### config.mk
export PLATFORM = sky130hd
export DESIGN_NAME = baser_257b_generator
export DESIGN_NICKNAME = d
export VERILOG_FILES = /design/src/rtl/baser_257b_generator.sv
export SDC_FILE = /design/constraint.sdc
export NUM_CORES = 1
export LEC_CHECK = 0
export ABC_AREA = 0
export ABC_CLOCK_PERIOD_IN_PS = 24600
export BUFFER_PORTS_ARGS = -buffer_cell sky130_fd_sc_hd__buf_2
export CAP_MARGIN = 40
export CORE_MARGIN = 3
export CORE_UTILIZATION = 35
export CTS_CLUSTER_DIAMETER = 40
export DETAILED_ROUTE_END_ITERATION = 8
export PLACE_DENSITY = 0.62
export SLEW_MARGIN = 0
export SYNTH_ARGS = -nofsm -noshare
export SYNTH_HDL_FRONTEND = slang
export SYNTH_SLANG_ARGS = --single-unit
### constraint.sdc
create_clock -name clk -period 24.6 [get_ports clk]
set_input_delay 2.46 -clock clk [delete_from_list [all_inputs] [get_ports clk]]
set_output_delay 2.46 -clock clk [all_outputs]
set_load 0.01 [all_outputs]
### src/rtl/baser_257b_generator.sv
// baser_257b_generator: 64b frame sequencer (4 lanes/cycle) transcoded into 257b blocks on a valid/ready output.
module baser_257b_generator #(
   parameter int          DATA_WIDTH        = 64,
   parameter int          TC_WIDTH          = 257,
   parameter logic [7:0]  DATA_CHAR_PATTERN = 8'hAA,
   parameter logic [6:0]  CTRL_CHAR_PATTERN = 7'h1E
) (
   input  logic                clk,
   input  logic                i_rst,
   input  logic                i_enable,
   input  logic [15:0]         i_frame_bytes,
   input  logic [7:0]          i_ipg_blocks,
   input  logic                i_ready,
   output logic [TC_WIDTH-1:0] o_tx_coded,
   output logic                o_valid,
   output logic [31:0]         o_block_count,
   output logic [31:0]         o_data_block_count,
   output logic [31:0]         o_ctrl_block_count,
   output logic [31:0]         o_frame_count
);
   localparam logic [63:0] T_TYPES = 64'hFFE1D2CCB4AA9987;
   localparam logic [55:0] DATA56  = {7{DATA_CHAR_PATTERN}};
   localparam logic [55:0] CTRL56  = {8{CTRL_CHAR_PATTERN}};
   typedef enum logic [1:0] {IDLE, START, DATA, TERM} ph_t;
   ph_t                   ph, ph_n;
   logic [7:0]            gap, gap_n, ipg, ipg_n;
   logic [15:0]           nd, nd_n, r;
   logic [2:0]            k, k_n, nterm, nterm_q;
   logic [3:0]            dat;
   logic                  seen;
   logic [DATA_WIDTH-1:0] blk [4];
   logic [TC_WIDTH-1:0]   coded;
   always_comb begin
      ph_n = ph;
      gap_n = gap;
      ipg_n = ipg;
      nd_n = nd;
      k_n = k;
      r = '0;
      dat = '0;
      nterm = '0;
      for (int i = 0; i < 4; i++) begin
         blk[i] = {CTRL56, 8'h1E};
         if (ph_n == IDLE && gap_n == 8'd0 && i_enable) begin
            r = ((i_frame_bytes < 16'd7) ? 16'd7 : i_frame_bytes) - 16'd7;
            nd_n = {3'b000, r[15:3]};
            k_n = r[2:0];
            ipg_n = i_ipg_blocks;
            blk[i] = {DATA56, 8'h78};
            ph_n = (r[15:3] != 13'd0) ? DATA : TERM;
         end else if (ph_n == IDLE || ph_n == START) begin
            gap_n = (gap_n == 8'd0) ? 8'd0 : gap_n - 8'd1;
         end else if (ph_n == DATA) begin
            blk[i] = {8{DATA_CHAR_PATTERN}};
            dat[i] = 1'b1;
            ph_n = (nd_n == 16'd1) ? TERM : DATA;
            nd_n = nd_n - 16'd1;
         end else begin
            // k data bytes low, then zero pad, then control chars fill the top
            blk[i] = {(DATA56 & ((56'd1 << {k_n, 3'b000}) - 56'd1)) | (CTRL56 << (7 * k_n + 7)),
                      T_TYPES[8*k_n +: 8]};
            nterm = nterm + 3'd1;
            gap_n = ipg_n;
            ph_n = IDLE;
         end
      end
   end
   always_comb begin
      coded = '0;
      seen = 1'b0;
      if (&dat) begin
         coded = {blk[3], blk[2], blk[1], blk[0], 1'b1};
      end else begin
         coded[4:1] = dat;
         for (int i = 0; i < 3; i++) begin
            if (!seen && dat[i]) begin
               coded[5+64*i +: 64] = blk[i];
            end else if (!seen) begin
               coded[5+64*i +: 4] = blk[i][7:4];
               coded[9+64*i +: 56] = blk[i][63:8];
               seen = 1'b1;
            end else begin
               coded[1+64*i +: 64] = blk[i];
            end
         end
         if (!seen) begin
            coded[200:197] = blk[3][7:4];
            coded[256:201] = blk[3][63:8];
         end else begin
            coded[256:193] = blk[3];
         end
      end
   end
   always_ff @(posedge clk) begin
      if (i_rst) begin
         ph <= IDLE;
         gap <= '0;
         ipg <= '0;
         nd <= '0;
         k <= '0;
         nterm_q <= '0;
         o_valid <= 1'b0;
         o_tx_coded <= '0;
         o_block_count <= '0;
         o_data_block_count <= '0;
         o_ctrl_block_count <= '0;
         o_frame_count <= '0;
      end else begin
         if (o_valid && i_ready) begin
            o_block_count <= o_block_count + 32'd1;
            o_data_block_count <= o_data_block_count + {31'd0, o_tx_coded[0]};
            o_ctrl_block_count <= o_ctrl_block_count + {31'd0, !o_tx_coded[0]};
            o_frame_count <= o_frame_count + {29'd0, nterm_q};
         end
         if (!o_valid || i_ready) begin
            o_valid <= 1'b1;
            o_tx_coded <= coded;
            nterm_q <= nterm;
            ph <= ph_n;
            gap <= gap_n;
            ipg <= ipg_n;
            nd <= nd_n;
            k <= k_n;
         end
      end
   end
endmodule

After elaboration in Yosys (flattened, before gate mapping)

Index checks and enable logic that the tools add are counted.

Input bits: 28
Register bits: 426

Reduce and logical (&&, ||, !) cells: 30
Magnitude comparators: 1
Equal/unequal tests: 12
Multipliers: 4
Bitwise operators: 4
$add $sub $neg: 24
Shift operators: 12
Multiplexer cells: 110

Operators with widths:

| operator                | count |
|---|---|
| $mux 64                 | 12 |
| $shiftx 64x7->8 const A | 4 |
| $or 56x56->56           | 4 |
| $shl 1x6->56 const A    | 4 |
| $shl 54x7->56 const A   | 4 |
| $sub 56x1->56 const B   | 4 |
| $mux 16                 | 13 |
| $mux 196                | 1 |
| $mux 60                 | 3 |
| $mux 8                  | 20 |
| $add 32x1->32           | 2 |
| $eq 16x1->1 const B     | 4 |
| $sub 16x1->16 const B   | 4 |
| $mux 3                  | 14 |
| $add 32x1->32 const B   | 1 |
| $add 32x3->32           | 1 |
| $logic_not 8->1         | 4 |
| $mux 4                  | 8 |
| $sub 8x1->8 const B     | 4 |
| $add 6x3->7 const B     | 4 |
| $mux 1                  | 27 |
| $mul 3x3->6 const A     | 4 |
| $mux 2                  | 12 |
| $lt 16x3->1 const B     | 1 |
| 10 further kinds        | 38 |

Longest topological paths before layout

Gate-level depths: netlist of run 1.

Word-level depth: 31
Gate-level depth with buffers: 45
Mapped depth without buffers: 38

Worst setup path after synthesis of run 1

Ideal clock, no wire load.

Kind: input to register
Start point: input port i_frame_bytes[3]
End point: register o_tx_coded[250]
Setup slack: 13.936 ns
Arrival time: 10.528 ns
Stages: 38
Buffers on the path: 5
Setup time: 0.136 ns
Path through: buf_2 > or4_4 > buf_2 > nor4_4 > nor2_1 > inv_1 > ha_1 > or3b_2 > nor4_2 > o21ai_1 > nor4_1 > nand4_1 > and3_1 > o32ai_1 > inv_1 > ha_1 > inv_1 > a221oi_1 > [... 2 more ...] > and2_1 > buf_2 > buf_4 > o21ai_0 > clkinv_1 > xnor2_1 > xor2_1 > inv_1 > fa_1 > xnor2_1 > clkbuf_1 > a21oi_1 > o21ai_0 > inv_1 > a31oi_1 > o21ai_0 > a21boi_0 > o21ai_0

Cells in the longest elaborated chain, start to end: 21

RTL lines:

| element                                  | line | RTL |
|---|---|---|
| from (decl)                              | 11   | `input logic [15:0] i_frame_bytes,` |
| $lt 16x3->1                              | 45   | `r = ((i_frame_bytes < 16'd7) ? 16'd7 : i_frame_bytes) - 16'd7;` |
| $mux 16 (*)                              | 45   |  |
| $sub 16x3->16 (*)                        | 45   |  |
| $reduce_bool 13->1                       | 50   | `ph_n = (r[15:3] != 13'd0) ? DATA : TERM;` |
| $mux 1                                   | 50   |  |
| $mux 2                                   | 44   | `if (ph_n == IDLE && gap_n == 8'd0 && i_enable) begin` |
| $eq 2x2->1, or another cell as far along | 53   | `end else if (ph_n == DATA) begin` |
| $mux 8, or another cell as far along     | 53   |  |
| [... 5 more ...]                         | -    |  |
| $mux 3                                   | 44   |  |
| $mul 3x3->6                              | 60   | `blk[i] = {(DATA56 & ((56'd1 << {k_n, 3'b000}) - 56'd1)) \| (CTRL56 << (7 * k_n + 7)),` |
| $add 6x3->7                              | 60   |  |
| $shl 54x7->56                            | 60   |  |
| $or 56x56->56                            | 60   |  |
| $mux 64                                  | 53   |  |
| $mux 64                                  | 51   | `end else if (ph_n == IDLE \|\| ph_n == START) begin` |
| $mux 64 (*)                              | 44   |  |
| to (signal assigned)                     | 117  | `o_tx_coded <= coded;` |
| to (decl)                                | 14   | `output logic [TC_WIDTH-1:0] o_tx_coded,` |

Every way passes the cells marked *; elsewhere a longest branch is shown, timed or not.
A chain may end at the register's enable or synchronous reset.

Worst setup path in the final report of run 1

Start point: input port i_frame_bytes[12]
End point: register o_tx_coded[247]

The elaborated chain is that of the path after synthesis.

==> results.sh, run 1 <==
export IMPL_status="complete, no violations"
export IMPL_synth_area_per_cell_um2=7.42
export IMPL_critical_path_class="input port to flip-flop"
export IMPL_fin_nets=3884
export IMPL_vias=27692
export IMPL_start_util=0.356
export IMPL_io_pin_count=414
export IMPL_antenna_found_initial=8
export IMPL_cts_resized_gates=0
export IMPL_crit_family="simple AND/OR/NAND/NOR gates"
export IMPL_grt_pass1_wl_mm=157
export IMPL_dp_cells=4645
export IMPL_firstDrtPassIters=6
export IMPL_cts_tree="yes"
export IMPL_cts_made_buffers=75
export IMPL_synth_fp_nets=3569
export IMPL_wl_per_cell_um=21.4
export IMPL_rsz0062_at_grt="no"
export IMPL_cpPeakStageDelay_ns=1.08
export IMPL_final_common_cell="nor2_1"
export IMPL_synth_seq_cells=416
export IMPL_gp_congestion=0.995
export IMPL_worst_ep_arrival_time_ns=13.11
export IMPL_fin_crit_sh=0.513
export IMPL_regArea_um2=8330
export IMPL_relSlewSlack=0.352
export IMPL_antenna_left=0
export IMPL_die_w_um=277
export IMPL_slew_viol_final=0
export IMPL_r2r_setup_slack_ns=14.67
export IMPL_postCtsHoldBufs=0
export IMPL_async_flop_share=0
export IMPL_ys_types=104
export IMPL_drive_above_1_share=0.181
export IMPL_cp_slowest_cell="fa_1"
export IMPL_htree_levels=3
export IMPL_instances_no_fill=4786
export IMPL_ys_flop_type="dfxtp_1"
export IMPL_fill_cells=7394
export IMPL_cp_required_ns=25.09
export IMPL_cp_end_kind="flip-flop"
export IMPL_cp_max_fo=23
export IMPL_fin_tns_setup_ns=0
export IMPL_dp_hpwl_mm=74.1
export IMPL_grt_pass1_vias=25574
export IMPL_placed_area_um2=28600
export IMPL_drt_vias_per_instance=5.79
export IMPL_core_area_um2=72100
export IMPL_grt_usage=0.254
export IMPL_portBuffers=412
export IMPL_ys_seq_area_frac=0.325
export IMPL_drt_initial_drc_count=2917
export IMPL_cp_start_kind="input port"
export IMPL_cap_violations=0
export IMPL_min_delay_path_class="flip-flop to flip-flop"
export IMPL_clockBufferDepth=3
export IMPL_final_cell_mix="nor2_1 (503), dfxtp_1 (415), buf_2 (413), nand2_1 (337), o21ai_0 (328)"
export IMPL_finalSetupViolations=0
export IMPL_worstMarginPinSlew_ns=0.965
export IMPL_hold_viol=0
export IMPL_dieArea_um2=76600
export IMPL_critPathBufInv=8
export IMPL_netlist_area_um2=25700
export IMPL_path_clk_slew_ns=0.05
export IMPL_clock_sinks=416
export IMPL_grt_max_degree=119
export IMPL_clock_latency_ns=0.63
export IMPL_wirelength_mm=103
export IMPL_syn_to_final_growth_pct=21.9
export IMPL_synth_edff_count=0
export IMPL_cts_setup_buffers=0
export IMPL_skew_ns=0.0525
export IMPL_syn_inst=3457
export IMPL_rows=98
export IMPL_root_buffer="clkbuf_16"
export IMPL_cp_common_cell="inv_1"
export IMPL_yosysWarnings=0
export IMPL_overflow=0
export IMPL_max_freq_mhz=79.2
export IMPL_drc=0
export IMPL_min_period_ns=12.63
export IMPL_final_area_um2=31300
export IMPL_multi_input_area_um2=16100
export IMPL_die_h_um=277
## synthesized netlist by cell type (13+ instances only)
cell type / count / share of area
a211oi_1: 29 / 0.0085
a21o_1: 18 / 0.0053
a21oi_1: 304 / 0.059
a22oi_1: 55 / 0.016
a31oi_1: 45 / 0.011
and2_1: 19 / 0.0046
and3_1: 42 / 0.010
and4_1: 14 / 0.0048
buf_1: 17 / 0.0025
buf_2: 18 / 0.0035
buf_4: 15 / 0.0044
clkbuf_1: 194 / 0.028
dfxtp_1: 416 / 0.32
ha_1: 79 / 0.039
inv_1: 73 / 0.011
mux2i_1: 40 / 0.016
nand2_1: 337 / 0.049
nand2b_1: 17 / 0.0041
nand3_1: 109 / 0.021
nand4_1: 42 / 0.010
nor2_1: 503 / 0.074
nor2b_1: 18 / 0.0044
nor3_1: 96 / 0.019
nor4_1: 34 / 0.0083
o211ai_1: 36 / 0.011
o21ai_0: 328 / 0.064
o21ai_1: 17 / 0.0033
o22ai_1: 15 / 0.0037
o31ai_1: 25 / 0.0073
or2_2: 13 / 0.0032
or3_1: 39 / 0.0095
or4_1: 14 / 0.0041
xnor2_1: 69 / 0.024
xor2_1: 115 / 0.039
## cell families after synthesis
kind of cell / Yosys count / share of synthesized area
other: 1 / 0.000146
AND/OR/NAND/NOR: 1362 / 0.252
AO/OA/AOI/OAI: 1040 / 0.249
buffers and inverters: 323 / 0.0508
adder cells (fa/ha/maj): 85 / 0.0428
multiplexers: 46 / 0.0184
flip-flops: 416 / 0.325
XOR/XNOR: 184 / 0.0628
## state kept, by name, summed over array words and instances, names as in the netlist
signal / flops
o_frame_count: 32
o_valid: 1
o_block_count: 32
nd: 16
gap: 8
o_ctrl_block_count: 32
k: 3
ph: 2
nterm_q: 3
ipg: 8
o_tx_coded: 247
o_data_block_count: 32
## through the flow
stage | utilization | hold slack, ns | worst slack (ns)
2_1_floorplan | - | 0.436 | 13.94
3_3_place_gp | 0.394 | 0.438 | 11.87
3_5_place_dp | 0.396 | 0.441 | 11.62
4_1_cts | 0.434 | 0.449 | 12.26
5_1_grt | 0.434 | 0.469 | 11.09
6_report | 0.434 | 0.446 | 11.97
## path summary, 6_finish.rpt
| kind | start | endpoint | depth (start not counted) |
|---|---|---|---|
| setup / recovery | i_frame_bytes[12] | o_tx_coded[247] | 38 |
| hold / removal | o_tx_coded[115] | o_tx_coded[115] | 2 |
| setup reg to reg | gap[0] | o_tx_coded[247] | 35 |
| hold reg to reg | o_tx_coded[115] | o_tx_coded[115] | 2 |
## worst register-to-register path: cells and delay by family, from the launching register on
kind	cells	cell delay, ns
and+or+nand+nor	13	3.56
AOI/OAI and AO/OA	9	2.13
adders and majority gates	5	2.12
buffers and inverters	7	1.34
DFF	1	0.41
xor gates and xnor gates	1	0.21
## layout make-up
type                    count  area share
repair buffers            483      0.0863
clock buffers              90      0.0647
inverters                  78     0.00956
flip-flops and latches    416       0.266
diodes                      3    0.000240
multi-input cells        2718       0.513
well taps                 950      0.0380
clock inverters            48      0.0216
## per-layer routing
| layer | track usage | wire, µm | vias to the layer above |
|---|---|---|---|
| met5 | 0 | 57 | - |
| met4 | 0.0948 | 3970 | 8 |
| met3 | 0.0614 | 10300 | 268 |
| met2 | 0.391 | 44700 | 1370 |
| met1 | 0.345 | 43600 | 13006 |
| li1 | - | - | 13040 |
Power of run 1 is not shown: default switching activity piles up to over one toggle a cycle in this logic, so the estimate is an artifact.
==> run 2: changes to the inputs <==
--- a/config.mk
+++ b/config.mk
@@ -5,15 +5,15 @@
 export SDC_FILE = /design/constraint.sdc
 export NUM_CORES = 1
 export LEC_CHECK = 0
-export ABC_AREA = 0
-export ABC_CLOCK_PERIOD_IN_PS = 24600
+export ABC_AREA = 1
+export ABC_CLOCK_PERIOD_IN_PS = 11600
 export BUFFER_PORTS_ARGS = -buffer_cell sky130_fd_sc_hd__buf_2
 export CAP_MARGIN = 40
 export CORE_MARGIN = 3
 export CORE_UTILIZATION = 35
 export CTS_CLUSTER_DIAMETER = 40
 export DETAILED_ROUTE_END_ITERATION = 8
-export PLACE_DENSITY = 0.62
+export PLACE_DENSITY = 0.64
 export SLEW_MARGIN = 0
 export SYNTH_ARGS = -nofsm -noshare
 export SYNTH_HDL_FRONTEND = slang
==> constraint.sdc (replaced) <==
create_clock -name clk -period 11.6 [get_ports clk]
set_input_delay 1.16 -clock clk [delete_from_list [all_inputs] [get_ports clk]]
set_output_delay 1.16 -clock clk [all_outputs]
set_load 0.01 [all_outputs]
==> results.sh, run 2 <==
export IMPL_ys_seq_area_frac=0.310
export IMPL_rsz0062_at_grt="no"
export IMPL_wl_per_cell_um=18.9
export IMPL_grt_max_degree=150
export IMPL_worstMarginPinSlew_ns=0.885
export IMPL_cts_made_buffers=77
export IMPL_drt_initial_drc_count=2875
export IMPL_cp_max_fo=50
export IMPL_critical_path_class="flip-flop to flip-flop"
export IMPL_syn_to_final_growth_pct=20.9
export IMPL_grt_usage=0.250
export IMPL_start_util=0.357
export IMPL_clockBufferDepth=3
export IMPL_netlist_top_cells_count="nand2_1 (874), inv_1 (531), dfxtp_1 (416)"
export IMPL_clock_latency_ns=0.63
export IMPL_root_buffer="clkbuf_16"
export IMPL_fin_nets=4591
export IMPL_synth_top_cell_area_share=0.310
export IMPL_synth_edff_count=0
export IMPL_critPathBufInv=12
export IMPL_hold_viol=0
export IMPL_core_area_um2=75200
export IMPL_drc=0
export IMPL_post_route_util=0.431
export IMPL_synth_fp_nets=4274
export IMPL_ys_types=67
export IMPL_largest_reg_flops=247
export IMPL_vias=29315
export IMPL_drive_above_1_share=0.168
export IMPL_total_leakage_power_nw=15.6
export IMPL_finalSetupViolations=0
export IMPL_fin_crit_sh=0.761
export IMPL_cp_start_kind="flip-flop"
export IMPL_antenna_left=0
export IMPL_cellPowerDensity_nw_per_um2=364
export IMPL_yosys_area_top_type="dfxtp_1"
export IMPL_antenna_found_initial=4
export IMPL_synth_area_per_cell_um2=6.45
export IMPL_async_flop_share=0
export IMPL_synth_area_leaders="dfxtp_1 (31%), nand2_1 (12%), o21ai_0 (7.4%), inv_1 (7.4%), a21oi_1 (5.7%)"
export IMPL_ys_flop_type="dfxtp_1"
export IMPL_top_register="o_tx_coded"
export IMPL_yosysWarnings=0
export IMPL_cts_resized_gates=0
export IMPL_die_w_um=283
export IMPL_skew_ns=0.0422
export IMPL_fin_tns_setup_ns=0
export IMPL_cp_slowest_cell="nor3_4"
export IMPL_postCtsHoldBufs=0
export IMPL_drt_vias_per_instance=5.27
export IMPL_synthMostInstantiatedCell="nand2_1"
export IMPL_wirelength_mm=105
export IMPL_clock_sinks=416
export IMPL_cpPeakStageDelay_ns=0.58
export IMPL_min_period_ns=8.82
export IMPL_final_cell_mix="nand2_1 (874), inv_1 (531), dfxtp_1 (416), buf_2 (411), o21ai_0 (399)"
export IMPL_relSlewSlack=0.410
export IMPL_dieArea_um2=80000
export IMPL_max_freq_mhz=113
export IMPL_netlist_area_um2=26800
export IMPL_grt_pass1_wl_mm=158
export IMPL_crit_family="simple AND/OR/NAND/NOR gates"
export IMPL_io_pin_count=414
export IMPL_min_delay_path_class="flip-flop to flip-flop"
export IMPL_cp_end_kind="flip-flop"
export IMPL_htree_levels=3
export IMPL_overflow=0
export IMPL_syn_inst=4162
export IMPL_cp_required_ns=12.15
export IMPL_power_mw=11.8
export IMPL_die_h_um=283
export IMPL_dp_hpwl_mm=78.0
export IMPL_cts_setup_buffers=0
export IMPL_cap_violations=0
export IMPL_worst_ep_arrival_time_ns=9.37
export IMPL_r2r_setup_slack_ns=2.78
export IMPL_grt_pass1_vias=26859
export IMPL_cts_tree="yes"
export IMPL_path_clk_slew_ns=0.05
export IMPL_vdd_ir_drop_worst_mv=0.180
export IMPL_portBuffers=412
export IMPL_status="complete, no violations"
export IMPL_firstDrtPassIters=6
export IMPL_slew_viol_final=0
export IMPL_gp_congestion=0.990
export IMPL_final_common_cell="nand2_1"
export IMPL_synth_seq_cells=416
export IMPL_rows=100
## run 2: layout make-up
cell class,count,area (µm²)
Multi-Input combinational cell,2972,15500
Antenna cell,1,2.50
Timing Repair Buffer,438,2330
Inverter,574,2170
Clock inverter,49,741
Fill cell,7974,42800
Clock buffer,93,2120
Tap cell,1020,1280
Sequential cell,416,8330
## run 2: path summary, 6_finish.rpt
| path | start | end | cells after the start |
|---|---|---|---|
| max | ph[1] | o_tx_coded[236] | 43 |
| min | o_tx_coded[9] | o_tx_coded[9] | 2 |
| max reg2reg | ph[1] | o_tx_coded[236] | 43 |
| min reg2reg | o_tx_coded[9] | o_tx_coded[9] | 2 |
## run 2: kinds of logic (layout without fill, tap and decap cells)
logic type	Yosys count	count (layout)	share of synthesized area
XOR/XNOR	41	41	0.0134
AND/OR/NAND/NOR	1858	1858	0.313
buffers and inverters	774	1154	0.114
adder cells (fa/ha/maj)	84	84	0.0406
AO/OA/AOI/OAI	988	988	0.209
flip-flops	416	416	0.310
other	1	2	0.000140
## run 2: stage by stage
step	area (µm²)	setup slack (ns)	instances	hold slack, ns
finish	32400	2.78	5563	0.433
global route	32400	1.93	5562	0.449
CTS	32400	2.91	5562	0.437
detailed placement	29600	2.36	5420	0.428
global placement	29500	2.49	5415	0.427
floorplan	26800	4.13	4162	0.458
## run 2: worst register-to-register path: cells and delay by family (launching register included)
family | cells | cell delay [ns]
fa+ha+maj | 4 | 0.97
buf+inv | 12 | 2.19
xor+xnor | 2 | 0.40
compound gates | 5 | 1.21
flops | 1 | 0.53
simple gates | 20 | 3.46
## run 2: report_power, final
group          internal, mW  switching, mW
clock                  1.58          0.861
combinational          2.14           5.39
sequential             1.65          0.169
total                  5.37           6.42
## run 2: per-layer routing
layer,up-vias,global-route usage,part of all wire
met4,6,0.0838,0.032
met2,1192,0.404,0.45
met1,13527,0.331,0.43
met3,195,0.0541,0.087
li1,14395,-,-
met5,-,0,0.00039
Note: power is estimated with default switching activity, not from simulation.
